==> config.mk <==
export PLATFORM = sky130hd
export DESIGN_NAME = stq_adata_mp_flat
export DESIGN_NICKNAME = d
export VERILOG_FILES = /design/src/rtl/stq_adata_mp_if.sv /design/src/rtl/stq_adata_mp.sv /design/src/flat_wrapper.sv
export SDC_FILE = /design/constraint.sdc
export NUM_CORES = 1
export LEC_CHECK = 0
export CORE_ASPECT_RATIO = 0.5
export CORE_MARGIN = 2
export CORE_UTILIZATION = 47
export DETAILED_ROUTE_END_ITERATION = 12
export HOLD_SLACK_MARGIN = 0.05
export SLEW_MARGIN = 5
export SYNTH_ARGS = -nofsm -noshare
export SYNTH_HDL_FRONTEND = slang
export SYNTH_SLANG_ARGS = --single-unit
==> constraint.sdc <==
create_clock -name clk -period 4.4 [get_ports clk]
set_input_delay 0.88 -clock clk [delete_from_list [all_inputs] [get_ports clk]]
set_output_delay 0.88 -clock clk [all_outputs]
set_load 0.1 [all_outputs]
==> src/rtl/stq_adata_mp_if.sv <==
// Bundles the write, clear, flush and read signals of the store-queue attribute table.
// The master side drives writes, clears, flush and read indices.
// The slave side returns read data, valid flags and the occupancy count.
interface stq_adata_mp_if #(
  parameter int IW = 6,
  parameter int W  = 5,
  parameter int NW = 2,
  parameter int NR = 2
);
  logic [NW-1:0]    wrt_en;
  logic [NW*IW-1:0] wrt_WQ;
  logic [NW*W-1:0]  wrt_adata;
  logic             clr_en;
  logic [IW-1:0]    clr_WQ;
  logic             flush;
  logic [NR*IW-1:0] upd_WQ;
  logic [NR*W-1:0]  upd_adata;
  logic [NR-1:0]    upd_vld;
  logic [IW:0]      occ;

  modport master (
    output wrt_en, wrt_WQ, wrt_adata, clr_en, clr_WQ, flush, upd_WQ,
    input  upd_adata, upd_vld, occ
  );

  modport slave (
    input  wrt_en, wrt_WQ, wrt_adata, clr_en, clr_WQ, flush, upd_WQ,
    output upd_adata, upd_vld, occ
  );
endinterface

==> src/rtl/stq_adata_mp.sv <==
// Multi-port per-store-queue-entry attribute table.
// Each entry holds W bits of data plus a valid bit. Writes set the valid bit,
// a retire clear drops it, and flush drops every valid bit.
// Reads are combinational. With BYPASS set, a read also sees a write made in
// the same cycle. occ tracks the number of valid entries.
module stq_adata_mp #(
  parameter int DEPTH  = 64,
  parameter int IW     = 6,
  parameter int W      = 5,
  parameter int NW     = 2,
  parameter int NR     = 2,
  parameter bit BYPASS = 1'b0
) (
  input logic          clk,
  input logic          rst,
  stq_adata_mp_if.slave bus
);
  localparam logic [IW:0] DEPTH_W = (IW+1)'(DEPTH);

  logic [W-1:0]     data_q [DEPTH];
  logic [DEPTH-1:0] vld_q;
  logic [DEPTH-1:0] vld_d;
  logic [IW:0]      occ_q;
  logic [IW:0]      occ_d;

  logic [IW-1:0]    widx [NW];
  logic [W-1:0]     wdat [NW];
  logic [NW-1:0]    wok;
  logic [NW-1:0]    win;
  logic             clr_ok;
  logic             clr_written;
  logic [IW:0]      add_cnt;

  // Unpack the flat write buses; an index past DEPTH makes that port a no-op.
  always_comb begin
    widx = '{default: '0};
    wdat = '{default: '0};
    wok  = '0;
    for (int p = 0; p < NW; p++) begin
      widx[p] = bus.wrt_WQ[p*IW +: IW];
      wdat[p] = bus.wrt_adata[p*W +: W];
      wok[p]  = bus.wrt_en[p] && ({1'b0, widx[p]} < DEPTH_W);
    end
  end

  // A port wins only if no lower-numbered live port targets the same entry,
  // so the winners always address distinct entries.
  always_comb begin
    win = '0;
    for (int p = 0; p < NW; p++) begin
      win[p] = wok[p];
      for (int q = 0; q < p; q++) begin
        if (wok[q] && (widx[q] == widx[p])) win[p] = 1'b0;
      end
    end
  end

  // Next valid vector and occupancy. The write is applied after the clear so
  // it wins on a shared index. Flush overrides everything.
  always_comb begin
    vld_d       = vld_q;
    add_cnt     = '0;
    clr_written = 1'b0;
    clr_ok      = bus.clr_en && ({1'b0, bus.clr_WQ} < DEPTH_W);
    if (clr_ok) vld_d[bus.clr_WQ] = 1'b0;
    for (int p = 0; p < NW; p++) begin
      if (win[p]) begin
        if (!vld_q[widx[p]]) add_cnt = add_cnt + (IW+1)'(1);
        vld_d[widx[p]] = 1'b1;
        if (clr_ok && (widx[p] == bus.clr_WQ)) clr_written = 1'b1;
      end
    end
    occ_d = occ_q + add_cnt
          - (IW+1)'(clr_ok && vld_q[bus.clr_WQ] && !clr_written);
    if (bus.flush) begin
      vld_d = '0;
      occ_d = '0;
    end
  end

  // Valid bits and occupancy clear asynchronously on reset.
  always_ff @(posedge clk or negedge rst) begin
    if (!rst) begin
      vld_q <= '0;
      occ_q <= '0;
    end else begin
      vld_q <= vld_d;
      occ_q <= occ_d;
    end
  end

  // Data array has no reset; stale contents are hidden by the valid bits.
  always_ff @(posedge clk) begin
    for (int p = 0; p < NW; p++) begin
      if (win[p] && !bus.flush) data_q[widx[p]] <= wdat[p];
    end
  end

  // Combinational read ports. The bypass path forwards the winning same-cycle
  // write, but never during flush or while reset is asserted.
  always_comb begin
    bus.upd_adata = '0;
    bus.upd_vld   = '0;
    for (int r = 0; r < NR; r++) begin
      logic [IW-1:0] ridx;
      logic          hit;
      logic [W-1:0]  val;
      ridx = bus.upd_WQ[r*IW +: IW];
      hit  = ({1'b0, ridx} < DEPTH_W) && vld_q[ridx];
      val  = data_q[ridx];
      if (BYPASS && rst && !bus.flush) begin
        for (int p = NW - 1; p >= 0; p--) begin
          if (win[p] && (widx[p] == ridx)) begin
            hit = 1'b1;
            val = wdat[p];
          end
        end
      end
      bus.upd_vld[r]           = hit;
      bus.upd_adata[r*W +: W]  = hit ? val : '0;
    end
  end

  assign bus.occ = occ_q;

endmodule

==> src/flat_wrapper.sv <==
// flat-port wrapper written by rule: the top's interface ports become plain ports
module stq_adata_mp_flat 
#(
  parameter int DEPTH  = 64,
  parameter int IW     = 6,
  parameter int W      = 5,
  parameter int NW     = 2,
  parameter int NR     = 2,
  parameter bit BYPASS = 1'b0
)
  (clk, rst, bus_wrt_en, bus_wrt_WQ, bus_wrt_adata, bus_clr_en, bus_clr_WQ, bus_flush, bus_upd_WQ, bus_upd_adata, bus_upd_vld, bus_occ);
  stq_adata_mp_if #(.IW(IW), .W(W), .NW(NW), .NR(NR)) bus_i ();
  input logic clk;
  input logic rst;
  input wire logic [$bits(bus_i.wrt_en)-1:0] bus_wrt_en;
  input wire logic [$bits(bus_i.wrt_WQ)-1:0] bus_wrt_WQ;
  input wire logic [$bits(bus_i.wrt_adata)-1:0] bus_wrt_adata;
  input wire logic [$bits(bus_i.clr_en)-1:0] bus_clr_en;
  input wire logic [$bits(bus_i.clr_WQ)-1:0] bus_clr_WQ;
  input wire logic [$bits(bus_i.flush)-1:0] bus_flush;
  input wire logic [$bits(bus_i.upd_WQ)-1:0] bus_upd_WQ;
  output wire logic [$bits(bus_i.upd_adata)-1:0] bus_upd_adata;
  output wire logic [$bits(bus_i.upd_vld)-1:0] bus_upd_vld;
  output wire logic [$bits(bus_i.occ)-1:0] bus_occ;
  assign bus_i.wrt_en = bus_wrt_en;
  assign bus_i.wrt_WQ = bus_wrt_WQ;
  assign bus_i.wrt_adata = bus_wrt_adata;
  assign bus_i.clr_en = bus_clr_en;
  assign bus_i.clr_WQ = bus_clr_WQ;
  assign bus_i.flush = bus_flush;
  assign bus_i.upd_WQ = bus_upd_WQ;
  assign bus_upd_adata = bus_i.upd_adata;
  assign bus_upd_vld = bus_i.upd_vld;
  assign bus_occ = bus_i.occ;
  stq_adata_mp #(.DEPTH(DEPTH), .IW(IW), .W(W), .NW(NW), .NR(NR), .BYPASS(BYPASS)) u_core (.clk(clk), .rst(rst), .bus(bus_i));
endmodule
==> results.py, run 1 <==
metrics = {
    "outcome": {
        "outcome": "finished, final reports clean",
    },
    "clock_tree": {
        "clkTransAtPathRegs_ns": 0.08,
        "hold_buffers": 0,
        "post_cts_buffers": 0,
        "h-tree-depth": 2,
        "cts_buffer_depth": 3,
        "clock-root-buffer": "clkbuf_16",
        "cts_tree": "yes",
        "clock_sinks": 391,
        "clkLatencyLatePin_ns": 0.56,
        "cts_inserted_buffers": 39,
        "cts_resized": 0,
    },
    "worst_setup_path": {
        "worst_path_largest_cell_delay_ns": 0.69,
        "cp.depth": 9,
        "critPathLaunchType": "input pin",
        "criticalPathCategory": "in2out",
        "endpoint_kind": "output pin",
        "rr_worst_depth": 16,
        "critPathSlowestCell": "clkdlybuf4s50_1",
        "path_buf_inv": 3,
        "critPathTopFamily": "buffers and inverters",
        "cp_data_required_time_ns": 3.52,
        "cp_cell_sequence": "clkdlybuf4s50_1 -> buf_4 -> mux4_1 -> a22oi_1 -> a211o_1 -> o21ai_0 -> or3_4 -> and2_2 -> buf_12",
        "crit_arrival_ns": 3.45,
        "critPathMaxFanout": 8,
    },
    "cells_and_area": {
        "layout.nets": 2163,
        "area_growth_pct": 15.64,
        "layout-drive-gt1-share": 0.4181,
        "fin_util": 0.5548,
    },
    "timing": {
        "fmax_ghz": 0.2309,
        "final-hold-violation-count": 0,
        "skew_ns": 0.01782,
        "drv_slew": 0,
        "relSlewSlack": 0.2194,
        "fin_tns_setup_ns": 0,
        "timing.hold.ws_ns": 0.3110,
        "worst_slew_pin_slew_ns": 1.168,
        "setup_viol": 0,
        "min_period_ns": 4.332,
        "fin_crit_sh": 0.9845,
    },
    "pwr": {
        "irDropWorstVdd_mv": 0.4342,
        "leakage_nw": 10.47,
        "cellPowerDensity_nw_per_um2": 311.7,
    },
    "synth": {
        "synth-main-ff-cell": "edfxtp_1",
        "synth_cell_types": 75,
        "ys_seq_elements": 391,
        "ys_warn_count": 0,
        "syn_nets": 2039,
        "syn_area_per_cell_um2": 13.13,
        "netlist_area_um2": 26040,
        "yosysSeqAreaShare": 0.4372,
        "synth_edf_count": 320,
        "synth-async-reset-ratio": 0.1816,
        "syn_inst": 1983,
    },
    "die": {
        "fp.dieH_um": 170.4,
        "fp.dieW_um": 336.9,
        "coreArea_um2": 54280,
        "start_util": 0.4798,
        "rows": 60,
        "dieArea_um2": 57420,
        "ioPinCount": 65,
    },
    "global_routing": {
        "grt_pass1_wl_um": 146000,
        "grt_pass1_vias": 20010,
        "grt_start_max_net_pins": 49,
        "grt.total_usage": 0.3588,
        "overflow": 0,
        "antenna_found_initial": 3,
    },
    "detailed_routing": {
        "drt-initial-drc-count": 3397,
        "via_per_inst": 7.176,
        "wl_per_cell_um": 35.36,
        "totalWireLength_um": 101900,
        "drc_errors": 0,
        "antenna_left": 0,
        "vias": 20680,
        "dr.pass1.iters": 6,
    },
    "placement": {
        "dp_hpwl_um": 72200,
        "port_buffers": 64,
        "gp_congestion": 0.9970,
    },
    "min_path": {
        "hold_class": "in2async",
    },
    "job": {
        "drv_cap": 0,
    },
}
metal layers:
| layer | vias up | track usage | wire length [µm] |
|---|---|---|---|
| met3 | 264 | 0.1348 | 16030 |
| met4 | 0 | 0.1221 | 3926 |
| met1 | 10490 | 0.5028 | 39590 |
| met5 | - | 0 | 0 |
| li1 | 8232 | - | - |
| met2 | 1689 | 0.5106 | 42330 |
synthesized netlist by cell type (all sizes together) (3+ instances only):
| cell | instances | area share |
|---|---|---|
| buf | 81 | 0.016 |
| and3 | 13 | 0.0031 |
| mux2i | 36 | 0.014 |
| o32ai | 3 | 0.0010 |
| o2111ai | 3 | 0.0019 |
| xnor2 | 12 | 0.0040 |
| o221ai | 4 | 0.0013 |
| or3 | 6 | 0.0018 |
| a211oi | 5 | 0.0014 |
| nand3 | 45 | 0.0086 |
| xor2 | 9 | 0.0030 |
| mux4 | 202 | 0.18 |
| a22o | 9 | 0.0031 |
| a31o | 14 | 0.0047 |
| nand2 | 121 | 0.017 |
| mux2 | 336 | 0.15 |
| a221oi | 6 | 0.0020 |
| and2 | 21 | 0.0055 |
| a22oi | 104 | 0.030 |
| o21ai | 68 | 0.013 |
| a221o | 5 | 0.0019 |
| nor2 | 47 | 0.0072 |
| nor3 | 31 | 0.0081 |
| o22ai | 14 | 0.0034 |
| a31oi | 4 | 0.00096 |
| nand4 | 4 | 0.00096 |
| or2 | 4 | 0.00096 |
| nor3b | 3 | 0.00086 |
| and3b | 4 | 0.0013 |
| dfrtp | 71 | 0.068 |
| nand3b | 9 | 0.0026 |
| clkbuf | 131 | 0.019 |
| ha | 9 | 0.0043 |
| o211ai | 79 | 0.023 |
| edfxtp | 320 | 0.37 |
| nand2b | 6 | 0.0014 |
| a21oi | 70 | 0.013 |
| nor2b | 15 | 0.0036 |
| or3b | 4 | 0.0013 |
| and2b | 4 | 0.0012 |
| inv | 25 | 0.0036 |
cell families (layout without fill, tap and decap cells):
| group | count (synthesis) | in the layout | share of synthesized area |
|---|---|---|---|
| compound gates | 409 | 409 | 0.1081 |
| xor+xnor | 21 | 21 | 0.007063 |
| fa+ha+maj | 10 | 10 | 0.005093 |
| buf+inv | 239 | 392 | 0.03858 |
| flops | 391 | 391 | 0.4372 |
| mux | 574 | 574 | 0.3375 |
| other cells | 0 | 1 | 0 |
| simple gates | 339 | 339 | 0.06654 |
layout make-up:
class	count	area (µm²)
well taps	744	930.9
diodes	1	2.502
repair buffers	295	2741
fillers	4472	24160
flip-flops and latches	391	11390
clock inverters	18	153.9
inverters	27	101.3
multi-input cells	1353	13690
clock buffers	52	1107
stage by stage:
stage	cells	area, µm²	worst slack (ns)	power (mW)
floorplan	1983	26040	0.2406	5.291
global placement	2810	28820	-0.4823	5.912
detailed placement	2810	28820	-0.5256	5.922
CTS	2880	30080	0.04002	9.334
global route	2880	30110	-0.01134	9.619
finish	2881	30120	0.06820	9.387
cells in the final DEF (no fill, tap or decap), drive strengths merged, types with 5 or more instances in the layout:
cell	netlist	routed
nand2b	6	6
o211ai	79	79
or3	6	6
a221o	5	5
mux4	202	202
ha	9	9
a22oi	104	104
xor2	9	9
o21ai	68	68
clkdlybuf4s50	0	35
nand3	45	45
xnor2	12	12
nor3	31	31
mux2i	36	36
edfxtp	320	320
inv	25	27
clkbuf	131	52
nand3b	9	9
and3	13	13
a221oi	6	6
o22ai	14	14
nand2	121	121
clkinv	2	15
a211oi	5	5
a31o	14	14
mux2	336	336
nor2b	15	15
and2	21	21
a21oi	70	70
nor2	47	47
a22o	9	9
dfrtp	71	71
buf	81	259
registers in the layout, summed over array words and instances (netlist names):
register	count
u_core.vld_q	64
u_core.bus.occ	7
u_core.data_q	320
path summary, 6_finish.rpt:
kind	start	endpoint	slack (ns)
min in group clk	u_core.bus.occ[6]$_DFF_PN0_	u_core.bus.occ[6]$_DFF_PN0_	0.65
min	rst	u_core.bus.occ[5]$_DFF_PN0_	0.31
max in group asynchronous	rst	u_core.vld_q[37]$_DFF_PN0_	3.18
max reg2reg	u_core.vld_q[30]$_DFF_PN0_	u_core.bus.occ[5]$_DFF_PN0_	0.68
min reg2reg	u_core.bus.occ[6]$_DFF_PN0_	u_core.bus.occ[6]$_DFF_PN0_	0.65
max	bus_upd_WQ[8]	bus_upd_adata[6]	0.07
power by group:
group          total (mW)  switching, mW  internal (mW)
clock                3.49           1.59           1.90
sequential           4.12         0.0552           4.06
combinational        1.78           1.06          0.714
No activity file was read; power rests on OpenSTA's default activity.
==> run 2, diff against run 1 <==
CELL_PAD_IN_SITES_DETAIL_PLACEMENT = 2   (was unset)
CELL_PAD_IN_SITES_GLOBAL_PLACEMENT = 2   (was unset)
CORE_UTILIZATION = 45   (was 47)
PLACE_DENSITY_LB_ADDON = 0.1   (was unset)
==> run 2 against run 1 <==
  * The flow now finishes with violations (negative setup slack)
  * Sequential power is essentially flat
  * Flip-flop and latch count is the same
  * Worst hold slack gained 0.062 ns
  * Power grew 3.5%
  * Critical path depth is the same
  * Clock-buffer cell count shrank 2
  * Setup slack lost 0.094 ns
  * Combinational power grew 8%
  * Routed wire length grew 21%
  * First-iteration DRC count shrank 19%
  * Die area grew 4.4%
  * Critical endpoint unchanged
  * Largest cell class unchanged
==> results.py, run 2 (same netlist as run 1, synthesis figures left out) <==
metrics = {
    "timing": {
        "drv_slew": 0,
        "final-hold-violation-count": 0,
        "fmax_ghz": 0.2260,
        "skew_ns": 0.01770,
        "final.setup.worst_slack_ns": -0.02569,
        "rsz0062_at_grt": "yes",
        "min_period_ns": 4.426,
        "setup_viol": 1,
        "relSlewSlack": 0.1339,
        "fin_crit_sh": 1.006,
        "worst_slew_pin_slew_ns": 1.288,
        "fin_tns_setup_ns": -0.02569,
        "timing.hold.ws_ns": 0.3730,
    },
    "worst_setup_path": {
        "r2r_slack_ns": 0.55,
        "cp_common_cell": "a21oi_1",
        "critPathLaunchType": "input pin",
        "crit_path_start": "bus_upd_WQ[10]",
        "worst_path_largest_cell_delay_ns": 0.74,
        "r2r-start": "u_core.vld_q[21]$_DFF_PN0_",
        "critPathMaxFanout": 20,
        "cp_cell_sequence": "clkdlybuf4s50_1 -> nor2b_1 -> buf_4 -> a22oi_1 -> a21oi_1 -> nor2_1 -> a21oi_1 -> and2_2 -> buf_12",
        "cp.depth": 9,
        "crit_arrival_ns": 3.55,
        "criticalPathCategory": "in2out",
        "critPathTopFamily": "buffers and inverters",
        "r2r-end": "u_core.bus.occ[6]$_DFF_PN0_",
        "endpoint_kind": "output pin",
        "cp_data_required_time_ns": 3.52,
        "critPathSlowestCell": "clkdlybuf4s50_1",
        "rr_worst_depth": 17,
        "path_buf_inv": 3,
    },
    "cells_and_area": {
        "mostFrequentLayoutCells": "mux2_2, edfxtp_1, buf_4",
        "largest_reg_flops": 320,
        "final_design_area_no_fill_um2": 30330,
        "fillers": 5267,
        "layout.nets": 2171,
        "mostFrequentLayoutCell": "mux2_2",
        "fin_util": 0.5299,
        "layout-drive-gt1-share": 0.4222,
        "finalNonFillerCells": 2915,
        "area_growth_pct": 16.48,
    },
    "global_routing": {
        "grt_pass1_wl_um": 174000,
        "overflow": 0,
        "grt.total_usage": 0.4124,
        "grt_start_max_net_pins": 70,
        "antenna_found_initial": 3,
        "grt_pass1_vias": 22610,
    },
    "die": {
        "rows": 62,
        "coreArea_um2": 57250,
        "dieArea_um2": 59930,
        "fp.dieH_um": 174.1,
        "ioPinCount": 65,
        "start_util": 0.4549,
        "fp.dieW_um": 344.2,
    },
    "min_path": {
        "hold_class": "in2async",
    },
    "pwr": {
        "swShare": 0.3011,
        "p_switching_mw": 2.927,
        "p_seq_frac": 0.425,
        "cellPowerDensity_nw_per_um2": 320.4,
        "irDropWorstVdd_mv": 0.3903,
        "total_power_mw": 9.720,
        "clkPwrFrac": 0.378,
        "leakage_nw": 10.55,
        "power_frac_comb": 0.197,
        "p_int_mw": 6.793,
    },
    "detailed_routing": {
        "totalWireLength_um": 123600,
        "drc_errors": 0,
        "antenna_left": 0,
        "dr.pass1.iters": 6,
        "vias": 21370,
        "wl_per_cell_um": 42.40,
        "drt-initial-drc-count": 2756,
        "via_per_inst": 7.330,
    },
    "clock_tree": {
        "cts_buffer_depth": 3,
        "clock-root-buffer": "clkbuf_16",
        "cts_tree": "yes",
        "clkLatencyLatePin_ns": 0.59,
        "h-tree-depth": 2,
        "clock_sinks": 391,
        "cts_inserted_buffers": 40,
        "hold_buffers": 0,
        "clkTransAtPathRegs_ns": 0.07,
    },
    "outcome": {
        "failed_checks": "negative setup slack",
        "outcome": "finished, violations left",
    },
    "placement": {
        "place_inst": 2835,
        "dp_hpwl_um": 85790,
        "placed_cell_area_um2": 28880,
        "port_buffers": 64,
        "preCtsSetupSlack_ns": -0.9027,
        "gp_congestion": 1.010,
    },
    "job": {
        "drv_cap": 0,
    },
}
==> run 2: changes by cell type in the layout (fill, tap and decap cells not counted), moves of 3 or more <==
cell	delta
buf_2	-10
buf_4	+15
clkbuf_8	-3
o21ai_0	-3
o21ai_1	+3
==> run 2: routing by layer <==
layer / share of wire / global-route usage / vias up
met2: 0.43 / 0.6137 / 1587
met1: 0.39 / 0.5563 / 11190
met3: 0.13 / 0.1447 / 337
li1: - / - / 8251
met5: 0.00042 / 0 / -
met4: 0.043 / 0.1525 / 6
==> run 2: power groups by stage <==
| stage | logic (mW) | registers (mW) | clock network [mW] |
|---|---|---|---|
| finish | 1.92 | 4.13 | 3.67 |
| global route | 2.00 | 4.13 | 3.80 |
| CTS | 1.85 | 4.13 | 3.67 |
| detailed placement | 1.82 | 4.20 | 0 |
| global placement | 1.73 | 4.19 | 0 |
| floorplan | 0.937 | 4.35 | 0 |
==> run 2: cell type report <==
class | instances | area (µm²) | share of cell area
diodes | 1 | 2.502 | 0.00008249
flip-flops and latches | 391 | 11390 | 0.3753
well taps | 768 | 960.9 | 0.03168
inverters | 27 | 101.3 | 0.003341
multi-input cells | 1353 | 13720 | 0.4524
clock inverters | 23 | 251.5 | 0.008291
repair buffers | 302 | 2838 | 0.09355
clock buffers | 50 | 1070 | 0.03527
==> run 2: worst max-delay path by stage <==
stage                                             end  slack, ns
after global placement    u_core.bus.occ[6]$_DFF_PN0_      -0.65
after global routing      u_core.bus.occ[6]$_DFF_PN0_      -0.02
after floorplan           u_core.bus.occ[6]$_DFF_PN0_       0.24
after detailed placement  u_core.bus.occ[6]$_DFF_PN0_      -0.90
final                                bus_upd_adata[6]      -0.03
after CTS                 u_core.bus.occ[6]$_DFF_PN0_       0.02
==> run 2: timing repair <==
action,CTS,global route
endpoints found under the setup margin,3,3
resized for setup,7,17
cloned,0,0
setup buffers,0,6
pin swaps,0,6
